[src/rtl/stage_decode.sv]
// RV32I decode stage: splits fetch words into fields, tracks PC locally, 1-cycle latency.
// OUT + SKID entries keep dn_* registered at full rate; up_ready drops only while SKID is full.
module stage_decode (
  input  logic        clk,
  input  logic        rst,
  input  logic        pc_flush,
  input  logic [31:0] pc_new,
  input  logic        up_valid,
  output logic        up_ready,
  input  logic [31:0] up_instr,
  output logic        dn_valid,
  input  logic        dn_ready,
  output logic [31:0] dn_pc,
  output logic [31:0] dn_instr,
  output logic [3:0]  dn_class,
  output logic [4:0]  dn_rd,
  output logic [4:0]  dn_rs1,
  output logic [4:0]  dn_rs2,
  output logic [2:0]  dn_funct3,
  output logic        dn_alt,
  output logic [31:0] dn_imm,
  output logic        dn_illegal
);

  localparam logic [3:0] C_ILLEGAL = 4'd0,  C_LUI    = 4'd1,  C_AUIPC  = 4'd2,
                         C_JAL     = 4'd3,  C_JALR   = 4'd4,  C_BRANCH = 4'd5,
                         C_LOAD    = 4'd6,  C_STORE  = 4'd7,  C_OP_IMM = 4'd8,
                         C_OP      = 4'd9,  C_MISC   = 4'd10, C_SYSTEM = 4'd11;

  typedef struct packed {
    logic [31:0] pc;
    logic [31:0] instr;
    logic [3:0]  cls;
    logic [31:0] imm;
    logic        illegal;
  } entry_t;

  logic [6:0]  opc, f7;
  logic [2:0]  f3;
  logic [3:0]  cls_c;
  logic [31:0] imm_c;
  logic [31:0] sx;

  assign opc = up_instr[6:0];
  assign f3  = up_instr[14:12];
  assign f7  = up_instr[31:25];
  assign sx  = {32{up_instr[31]}};

  always_comb begin
    cls_c = C_ILLEGAL;
    case (opc)
      7'b0110111: cls_c = C_LUI;
      7'b0010111: cls_c = C_AUIPC;
      7'b1101111: cls_c = C_JAL;
      7'b1100111: if (f3 == 3'd0) cls_c = C_JALR;
      7'b1100011: if (f3 != 3'd2 && f3 != 3'd3) cls_c = C_BRANCH;
      7'b0000011: if (f3 != 3'd3 && f3 <= 3'd5) cls_c = C_LOAD;
      7'b0100011: if (f3 <= 3'd2) cls_c = C_STORE;
      // Only the shift encodings constrain funct7 for OP_IMM.
      7'b0010011: begin
        if (f3 == 3'd1) begin
          if (f7 == 7'h00) cls_c = C_OP_IMM;
        end else if (f3 == 3'd5) begin
          if (f7 == 7'h00 || f7 == 7'h20) cls_c = C_OP_IMM;
        end else begin
          cls_c = C_OP_IMM;
        end
      end
      7'b0110011: if (f7 == 7'h00 || (f7 == 7'h20 && (f3 == 3'd0 || f3 == 3'd5))) cls_c = C_OP;
      7'b0001111: cls_c = C_MISC;
      7'b1110011: cls_c = C_SYSTEM;
      default: cls_c = C_ILLEGAL;
    endcase
  end

  always_comb begin
    imm_c = '0;
    case (cls_c)
      C_JALR, C_LOAD, C_OP_IMM, C_SYSTEM: imm_c = {sx[31:12], up_instr[31:20]};
      C_STORE:        imm_c = {sx[31:12], up_instr[31:25], up_instr[11:7]};
      C_BRANCH:       imm_c = {sx[31:13], up_instr[31], up_instr[7], up_instr[30:25],
                               up_instr[11:8], 1'b0};
      C_LUI, C_AUIPC: imm_c = {up_instr[31:12], 12'h000};
      C_JAL:          imm_c = {sx[31:21], up_instr[31], up_instr[19:12], up_instr[20],
                               up_instr[30:21], 1'b0};
      default:        imm_c = '0;
    endcase
  end

  entry_t      out_q, out_d, skid_q, skid_d, new_entry;
  logic        out_vld_q, out_vld_d, skid_vld_q, skid_vld_d;
  logic [31:0] pc_q, pc_d;
  logic        up_fire, dn_fire;

  assign up_ready = !skid_vld_q && !rst;
  assign up_fire  = up_valid && up_ready;
  assign dn_fire  = out_vld_q && dn_ready;

  always_comb begin
    new_entry.pc      = pc_q;
    new_entry.instr   = up_instr;
    new_entry.cls     = cls_c;
    new_entry.imm     = imm_c;
    new_entry.illegal = (cls_c == C_ILLEGAL);
  end

  always_comb begin
    out_vld_d  = out_vld_q;
    skid_vld_d = skid_vld_q;
    out_d      = out_q;
    skid_d     = skid_q;
    pc_d       = pc_q;
    if (pc_flush) begin
      out_vld_d  = 1'b0;
      skid_vld_d = 1'b0;
      pc_d       = pc_new;
    end else begin
      if (up_fire) pc_d = pc_q + 32'd4;
      if (!out_vld_q || dn_fire) begin
        // SKID is only ever full while OUT is full, so it never races a new beat.
        if (skid_vld_q) begin
          out_d      = skid_q;
          out_vld_d  = 1'b1;
          skid_vld_d = 1'b0;
        end else if (up_fire) begin
          out_d     = new_entry;
          out_vld_d = 1'b1;
        end else begin
          out_vld_d = 1'b0;
        end
      end else if (up_fire) begin
        skid_d     = new_entry;
        skid_vld_d = 1'b1;
      end
    end
  end

  always_ff @(posedge clk) begin
    if (rst) begin
      out_vld_q  <= 1'b0;
      skid_vld_q <= 1'b0;
      out_q      <= '0;
      skid_q     <= '0;
      pc_q       <= '0;
    end else begin
      out_vld_q  <= out_vld_d;
      skid_vld_q <= skid_vld_d;
      out_q      <= out_d;
      skid_q     <= skid_d;
      pc_q       <= pc_d;
    end
  end

  assign dn_valid   = out_vld_q;
  assign dn_pc      = out_q.pc;
  assign dn_instr   = out_q.instr;
  assign dn_class   = out_q.cls;
  assign dn_rd      = out_q.instr[11:7];
  assign dn_rs1     = out_q.instr[19:15];
  assign dn_rs2     = out_q.instr[24:20];
  assign dn_funct3  = out_q.instr[14:12];
  assign dn_alt     = out_q.instr[30];
  assign dn_imm     = out_q.imm;
  assign dn_illegal = out_q.illegal;

endmodule
[config.mk]
export PLATFORM = sky130hd
export DESIGN_NAME = stage_decode
export DESIGN_NICKNAME = d
export VERILOG_FILES = /design/src/rtl/stage_decode.sv
export SDC_FILE = /design/constraint.sdc
export NUM_CORES = 1
export LEC_CHECK = 0
export CAP_MARGIN = 20
export CORE_MARGIN = 4
export CORE_UTILIZATION = 45
export CTS_BUF_LIST = sky130_fd_sc_hd__clkbuf_2 sky130_fd_sc_hd__clkbuf_4 sky130_fd_sc_hd__clkbuf_8
export DETAILED_ROUTE_END_ITERATION = 16
export HOLD_SLACK_MARGIN = 0.05
export PLACE_DENSITY = 0.7
export SETUP_SLACK_MARGIN = 0.15
export SYNTH_ARGS = -nofsm -noshare
export SYNTH_HDL_FRONTEND = slang
export SYNTH_SLANG_ARGS = --single-unit
[constraint.sdc]
create_clock -name clk -period 2.6 [get_ports clk]
set_clock_uncertainty 0.15 [all_clocks]
set_input_delay 0.26 -clock clk [delete_from_list [all_inputs] [get_ports clk]]
set_output_delay 0.26 -clock clk [all_outputs]
set_load 0.02 [all_outputs]
==> implementation parameters, run 1 <==
Parameter                              Value

Status
  Status ... completed

Detailed routing
  Via count ... 9633
  Number of nets with antenna violations after detailed routing ... 0
  Number of detailed-route iterations in the first pass ... 5
  Post-detailed-route via-to-cell ratio ... 5.331
  Final wirelength ... 29740 um
  DRC marker count from the first detailed-route iteration ... 484
  Drc violations ... 0
  Mean routed wirelength per cell ... 16.46 um

Finish
  Most frequent standard cell in the layout excluding fill and tap cells ... sky130_fd_sc_hd__dfxtp_1
  Utilization after layout ... 62.35%
  Area delta synth->final ... 34.80%
  Net count of the finished layout ... 1534
  Antenna diode count ... 0
  Number of cells in the finished layout apart from fillers ... 1807
  Fin area ... 14290 sq um
  Fraction of layout cells with a size suffix above 1 ... 15.66%
  Commonest non-fill, non-tap cells in the layout ... 235 x sky130_fd_sc_hd__dfxtp_1, 191 x sky130_fd_sc_hd__nand2_1, 177 x sky130_fd_sc_hd__clkdlybuf4s50_1

Clock tree
  Longest Clk Path Bufs ... 3
  Clock insertion delay at the later pin of the skew report ... 540 ps
  Number of buffers added by the clock tree synthesis step ... 40
  TritonCTS clock tree ... done
  H-tree depth reported by CTS ... 2
  TritonCTS sink count ... 236
  Clk Tree Root Cell ... sky130_fd_sc_hd__clkbuf_8
  Clock slew at the register clock pins of the worst setup and hold paths ... 60 ps

Power
  Power per Cell Area ... 586.1 nW/um^2
  Leakage component of the power ... 4.887 nW
  Net Sw Power ... 2.099 mW
  Internal Pwr Total ... 6.276 mW
  Peak supply drop ... 0.0003818 V
  Flop pwr share ... 45.6%
  Clock power frac ... 42.7%
  Power, Total ... 8.374 mW
  Gate power share ... 11.8%
  Sw Share ... 25.06%

STA
  Final worst hold slack ... 46.63 ps
  Setup repair after global routing missed its margin ... no
  Setup tns final ... 0 ps
  Final worst-path cycle share ... 92.45%
  Maximum clock frequency ... 416.0 MHz
  Shortest clock period the worst path allows after layout ... 2404 ps
  Smallest setup slack after layout ... 196.2 ps
  Final setup violating endpoints ... 0
  Final hold violations ... 0
  Transition time of the tightest slew-check pin ... 823.3 ps
  Worst-case headroom to the max-slew limit ... 45.11%
  Final slew viol count ... 0

Floorplan
  Initial Util ... 46.25%
  Y dimension of the die ... 161.5 um
  Width of the chip ... 161.5 um
  Number of rows created at floorplan ... 55
  Number of top-level pins ... 191
  Core box area ... 22920 sq um
  Overall die area ... 26070 sq um

Setup path
  Required @ worst endpoint ... 2840 ps
  Critical path peak fanout ... 11
  Capturing element type of the critical path ... flip-flop
  Worst Path Arrival ... 2650 ps
  Crit path kind ... input port to flip-flop
  Startpoint Class ... input port

Synthesis
  Combinational family with the most area after synthesis ... simple AND/OR/NAND/NOR gates
  Mean area per synthesized cell ... 8.445 sq um
  Most common flop cell mapped by yosys ... sky130_fd_sc_hd__dfxtp_1
  Syn_nets ... 1325
  EDFF count, synth ... 0
  Synth Area in Simple Gates ... 20.73%
  Sequential element share of the synthesized area ... 44.58%
  Distinct cells, synth ... 59
  Synth async-reset ratio ... 0%
  Adder-cell share of the synthesized area ... 0.1180%
  Proportion of synthesized area in mux cells ... 6.705%
  Count of mapped cells out of synthesis ... 1255
  Number of warnings printed during yosys synthesis ... 0
  Compound-cell area share of the yosys netlist ... 19.68%
  Synthesized flop and latch total ... 236
  Cell area after synthesis ... 10600 sq um
  Xor/xnor share of the synthesized area ... 2.644%

Placed design
  Detailed placement HPWL ... 19640 um
  Post-placement cell count ... 1722
  Instance area at placement ... 13050 sq um
  Setup WS pre-CTS ... -1007 ps
  Number of input and output port buffers inserted ... 190
  Routability congestion estimate ... 0.8510

GRT
  Maximum number of pins on one net before global-route repair ... 122
  GRT Residual Overflow ... 0
  Vias in the first global route ... 9194
  Number of antenna violations at the first check in global routing ... 2
  Total routing resource utilization after global routing ... 21.75%
  First-pass GRT wire length ... 47440 um

Flow run
  Max-cap violations ... 0

Worst hold path
  Type of the most critical hold path ... input port to flip-flop
-- worst max-delay path, stage by stage --
cell and delay, ps:
sky130_fd_sc_hd__clkdlybuf4s50_1 400, sky130_fd_sc_hd__buf_4 190, sky130_fd_sc_hd__nor2b_2 140, sky130_fd_sc_hd__nand4_1 170, sky130_fd_sc_hd__buf_4 180, sky130_fd_sc_hd__buf_4 120
sky130_fd_sc_hd__o21a_4 200, sky130_fd_sc_hd__a211oi_4 290, sky130_fd_sc_hd__a2111oi_4 110, sky130_fd_sc_hd__buf_4 160, sky130_fd_sc_hd__nor2_4 170, sky130_fd_sc_hd__clkbuf_16 180
sky130_fd_sc_hd__a211oi_2 60
-- per-layer routing --
metal / vias to the layer above / track usage [%] / routed length [um]
met1: 4477 / 28.69 / 12960
met4: 4 / 7.212 / 848
met5: - / 0 / 25
li1: 4800 / - / -
met2: 282 / 34.85 / 13680
met3: 70 / 5.690 / 2225
-- cells in the mapped netlist (5+ instances only) --
cell / number / area share, %
sky130_fd_sc_hd__xnor2_1: 15 / 1.2
sky130_fd_sc_hd__xor2_1: 17 / 1.4
sky130_fd_sc_hd__nand2_1: 191 / 6.8
sky130_fd_sc_hd__nor2b_1: 14 / 0.83
sky130_fd_sc_hd__nand2b_1: 5 / 0.30
sky130_fd_sc_hd__buf_4: 25 / 1.8
sky130_fd_sc_hd__and2_1: 6 / 0.35
sky130_fd_sc_hd__a211oi_2: 18 / 2.1
sky130_fd_sc_hd__dfxtp_1: 236 / 45
sky130_fd_sc_hd__nand3b_1: 28 / 2.0
sky130_fd_sc_hd__a211oi_1: 95 / 6.7
sky130_fd_sc_hd__nor2_2: 5 / 0.30
sky130_fd_sc_hd__nor3_1: 7 / 0.33
sky130_fd_sc_hd__mux2i_1: 71 / 6.7
sky130_fd_sc_hd__clkbuf_1: 86 / 3.0
sky130_fd_sc_hd__and3_1: 10 / 0.59
sky130_fd_sc_hd__o21ai_0: 44 / 2.1
sky130_fd_sc_hd__o2bb2ai_1: 7 / 0.58
sky130_fd_sc_hd__nand3_1: 14 / 0.66
sky130_fd_sc_hd__nand4_1: 10 / 0.59
sky130_fd_sc_hd__a21oi_1: 111 / 5.2
sky130_fd_sc_hd__and4_1: 5 / 0.41
sky130_fd_sc_hd__nor2_1: 164 / 5.8
-- logic make-up (layout without fill, tap and decap cells) --
| logic type | Yosys count | in the layout |
|---|---|---|
| simple gates | 480 | 480 |
| xor+xnor | 32 | 32 |
| mux | 71 | 71 |
| buf+inv | 126 | 365 |
| fa+ha+maj | 1 | 1 |
| flops | 236 | 236 |
| compound gates | 309 | 309 |
-- final timing paths --
| check | cells after the start | slack [ps] | startpoint | endpoint |
|---|---|---|---|---|
| max | 13 | 200 | up_instr[6] | skid_q[28] |
| min | 3 | 50 | up_instr[25] | dn_imm[5] |
| max reg2reg | 7 | 440 | pc_q[13] | pc_q[31] |
| min reg2reg | 2 | 300 | skid_q[0] | skid_q[0] |
-- what timing repair did --
action	4_1_cts	5_1_grt
endpoints found under the setup margin	64	63
pin swaps	5	10
cloned	0	3
hold buffers	1	2
setup buffers	3	4
hold endpoints to repair	2	3
gates resized for setup	13	45
-- flip-flops by register name, summed over array words and instances (netlist names), 4 cells and up --
name and flops:
dn_class 4, dn_imm 32, dn_instr 32, dn_pc 32
pc_q 32, skid_q 101
-- power groups by stage --
| stage | registers [mW] | logic, mW | clock network [mW] |
|---|---|---|---|
| 4_1_cts | 3.82 | 0.965 | 3.64 |
| 3_3_place_gp | 3.89 | 0.945 | 0 |
| 6_report | 3.82 | 0.986 | 3.57 |
| 2_1_floorplan | 3.96 | 0.425 | 0 |
| 3_5_place_dp | 3.89 | 0.952 | 0 |
| 5_1_grt | 3.83 | 1.06 | 3.80 |
-- final cells by class --
cell class              count  area (sq um)
well taps                 313         391.6
multi-input cells         893          5520
repair buffers            289          2760
inverters                   4         15.01
fillers                  2031          8628
clock inverters             4         48.80
flip-flops and latches    236          4728
clock buffers              68         823.3
Power figures use the tool's default switching activity.
==> run 2, diff against run 1 <==
Settings changed: CORE_ASPECT_RATIO set to 1.1, MAX_ROUTING_LAYER set to met4.
==> run 2 against run 1 <==
  * Clock power is 3% lower
  * Final area is 1.7% lower
  * Non-clock buffer count is 11 lower
  * Register-to-register slack worse by 70 ps
  * Total power is 1.4% lower
  * Combinational power is 2% lower
==> implementation parameters, run 2 (same netlist as run 1, synthesis figures left out) <==
Parameter                              Value

GRT
  First-pass GRT wire length ... 47820 um (was 47440 um)
  Total routing resource utilization after global routing ... 22.66% (was 21.75%)
  Maximum number of pins on one net before global-route repair ... 238 (was 122)
  Vias in the first global route ... 9038 (was 9194)
  Number of antenna violations at the first check in global routing ... 1 (was 2)
  GRT Residual Overflow ... 0 (unchanged)

Setup path
  Critical Path Max Stage Delay ... 530 ps (was 400 ps)
  Most common cell on crit path ... sky130_fd_sc_hd__buf_4 (unchanged)
  Critical path's slowest cell ... sky130_fd_sc_hd__clkdlybuf4s50_1 (unchanged)
  Crit path kind ... input port to flip-flop (unchanged)
  Family with the most delay on the worst path ... buffers and inverters (unchanged)
  Worst Path Arrival ... 2590 ps (was 2650 ps)
  Capturing element type of the critical path ... flip-flop (unchanged)
  Critical path buffers and inverters ... 3 (was 6)
  CP Cell Sequence ... clkdlybuf4s50_1, and3_4, nand3b_1, or3_1, a211oi_4, buf_4, a211o_1, nor2_1, buf_4, o2bb2ai_1 (was clkdlybuf4s50_1, buf_4, nor2b_2, nand4_1, buf_4, buf_4, o21a_4, a211oi_4, a2111oi_4, buf_4, nor2_4, clkbuf_16, a211oi_2)
  Startpoint Class ... input port (unchanged)
  Critical path peak fanout ... 6 (was 11)
  Required @ worst endpoint ... 2820 ps (was 2840 ps)

STA
  Transition time of the tightest slew-check pin ... 1081 ps (was 823.3 ps)
  Final hold violations ... 0 (unchanged)
  Final setup violating endpoints ... 0 (unchanged)
  Setup tns final ... 0 ps (unchanged)
  Final slew viol count ... 0 (unchanged)
  Worst-case headroom to the max-slew limit ... 27.91% (was 45.11%)
  Maximum clock frequency ... 422.1 MHz (was 416.0 MHz)
  Final worst hold slack ... 77.44 ps (was 46.63 ps)
  Shortest clock period the worst path allows after layout ... 2369 ps (was 2404 ps)
  Final worst-path cycle share ... 91.11% (was 92.45%)
  Setup repair after global routing missed its margin ... no (unchanged)

Power
  Leakage component of the power ... 4.757 nW (was 4.887 nW)
  Power per Cell Area ... 588.4 nW/um^2 (was 586.1 nW/um^2)
  Peak supply drop ... 0.0003748 V (was 0.0003818 V)

Detailed routing
  Number of detailed-route iterations in the first pass ... 5 (unchanged)
  Via count ... 9548 (was 9633)
  Drc violations ... 0 (unchanged)
  Number of nets with antenna violations after detailed routing ... 0 (unchanged)
  DRC marker count from the first detailed-route iteration ... 624 (was 484)
  Mean routed wirelength per cell ... 16.90 um (was 16.46 um)
  Final wirelength ... 30080 um (was 29740 um)
  Post-detailed-route via-to-cell ratio ... 5.364 (was 5.331)

Finish
  Most frequent standard cell in the layout excluding fill and tap cells ... sky130_fd_sc_hd__dfxtp_1 (unchanged)
  Net count of the finished layout ... 1523 (was 1534)
  Largest Register ... skid_q (unchanged)
  Area delta synth->final ... 32.45% (was 34.80%)
  Utilization after layout ... 61.02% (was 62.35%)
  Fin area ... 14040 sq um (was 14290 sq um)
  Max reg flops ... 101 (unchanged)
  Commonest non-fill, non-tap cells in the layout ... 235 x sky130_fd_sc_hd__dfxtp_1, 191 x sky130_fd_sc_hd__nand2_1, 180 x sky130_fd_sc_hd__clkdlybuf4s50_1 (was 235 x sky130_fd_sc_hd__dfxtp_1, 191 x sky130_fd_sc_hd__nand2_1, 177 x sky130_fd_sc_hd__clkdlybuf4s50_1)
  Fraction of layout cells with a size suffix above 1 ... 14.00% (was 15.66%)

Floorplan
  Width of the chip ... 154.3 um (was 161.5 um)
  Overall die area ... 26080 sq um (was 26070 sq um)
  Initial Util ... 46.07% (was 46.25%)
  Number of rows created at floorplan ... 58 (was 55)
  Number of top-level pins ... 191 (unchanged)
  Y dimension of the die ... 169.0 um (was 161.5 um)
  Core box area ... 23000 sq um (was 22920 sq um)

Clock tree
  TritonCTS sink count ... 236 (unchanged)
  H-tree depth reported by CTS ... 2 (unchanged)
  Clock slew at the register clock pins of the worst setup and hold paths ... 60 ps (about the same)
  Longest Clk Path Bufs ... 3 (unchanged)
  Clock insertion delay at the later pin of the skew report ... 520 ps (was 540 ps)
  TritonCTS clock tree ... done (unchanged)
  Clk Tree Root Cell ... sky130_fd_sc_hd__clkbuf_8 (unchanged)
  Number of buffers added by the clock tree synthesis step ... 40 (unchanged)

Placed design
  Routability congestion estimate ... 0.8382 (was 0.8510)
  Number of input and output port buffers inserted ... 190 (unchanged)
  Instance area at placement ... 12990 sq um (was 13050 sq um)
  Detailed placement HPWL ... 19530 um (was 19640 um)

Status
  Status ... completed (unchanged)

Worst hold path
  Type of the most critical hold path ... input port to flip-flop (unchanged)

Flow run
  Max-cap violations ... 0 (unchanged)
==> run 2: final timing paths <==
| path | startpoint | end | slack [ps] | cells past startpoint |
|---|---|---|---|---|
| max reg2reg | skid_vld_q | dn_instr[24] | 370 | 4 |
| min | up_instr[26] | dn_imm[6] | 80 | 3 |
| max | up_instr[1] | dn_imm[6] | 230 | 10 |
| min reg2reg | skid_q[69] | skid_q[69] | 300 | 2 |
==> run 2: per-stage QoR <==
stage / cells / setup slack (ps) / total power [mW]
CTS: 1770 / 154.5 / 8.331
global placement: 1702 / -933.2 / 4.832
global route: 1780 / 128.9 / 8.584
floorplan: 1255 / 233.2 / 4.387
finish: 1780 / 231.1 / 8.260
detailed placement: 1702 / -888.5 / 4.839
==> run 2: routing by layer <==
metal | vias up | wire [um] | track usage [%]
li1 | 4782 | - | -
met1 | 4425 | 12840 | 28.12
met2 | 293 | 14560 | 36.95
met3 | 48 | 2019 | 5.063
met4 | 0 | 660 | 7.066
met5 | - | 0 | -
==> run 2: layout make-up <==
cell class | count | area, sq um
antenna | 1 | 2.502
clock buffer | 62 | 790.8
clock inverter | 6 | 57.56
fill | 2054 | 8966
inverter | 4 | 15.01
multi-input combinational | 893 | 5418
sequential | 236 | 4728
tap | 300 | 375.4
timing repair buffer | 278 | 2651
==> run 2: report_power, final <==
| group | internal [mW] | switching (mW) |
|---|---|---|
| Combinational | 0.448 | 0.522 |
| Clock | 2.03 | 1.45 |
| Sequential | 3.73 | 0.0854 |
| Total | 6.20 | 2.06 |
==> run 2: worst min-delay path, delay by kind of cell <==
family	cells	cell delay [ps]
buffers and inverters	2	350
AO/OA/AOI/OAI	1	110
==> run 2: timing repair <==
| item | 4_1_cts | 5_1_grt |
|---|---|---|
| pin swaps | 3 | 9 |
| resized for setup | 9 | 27 |
| endpoints found under the hold margin | 0 | 1 |
| hold buffers | 0 | 1 |
| setup endpoints to repair | 62 | 57 |
| setup buffers | 0 | 6 |
| gates cloned | 0 | 2 |
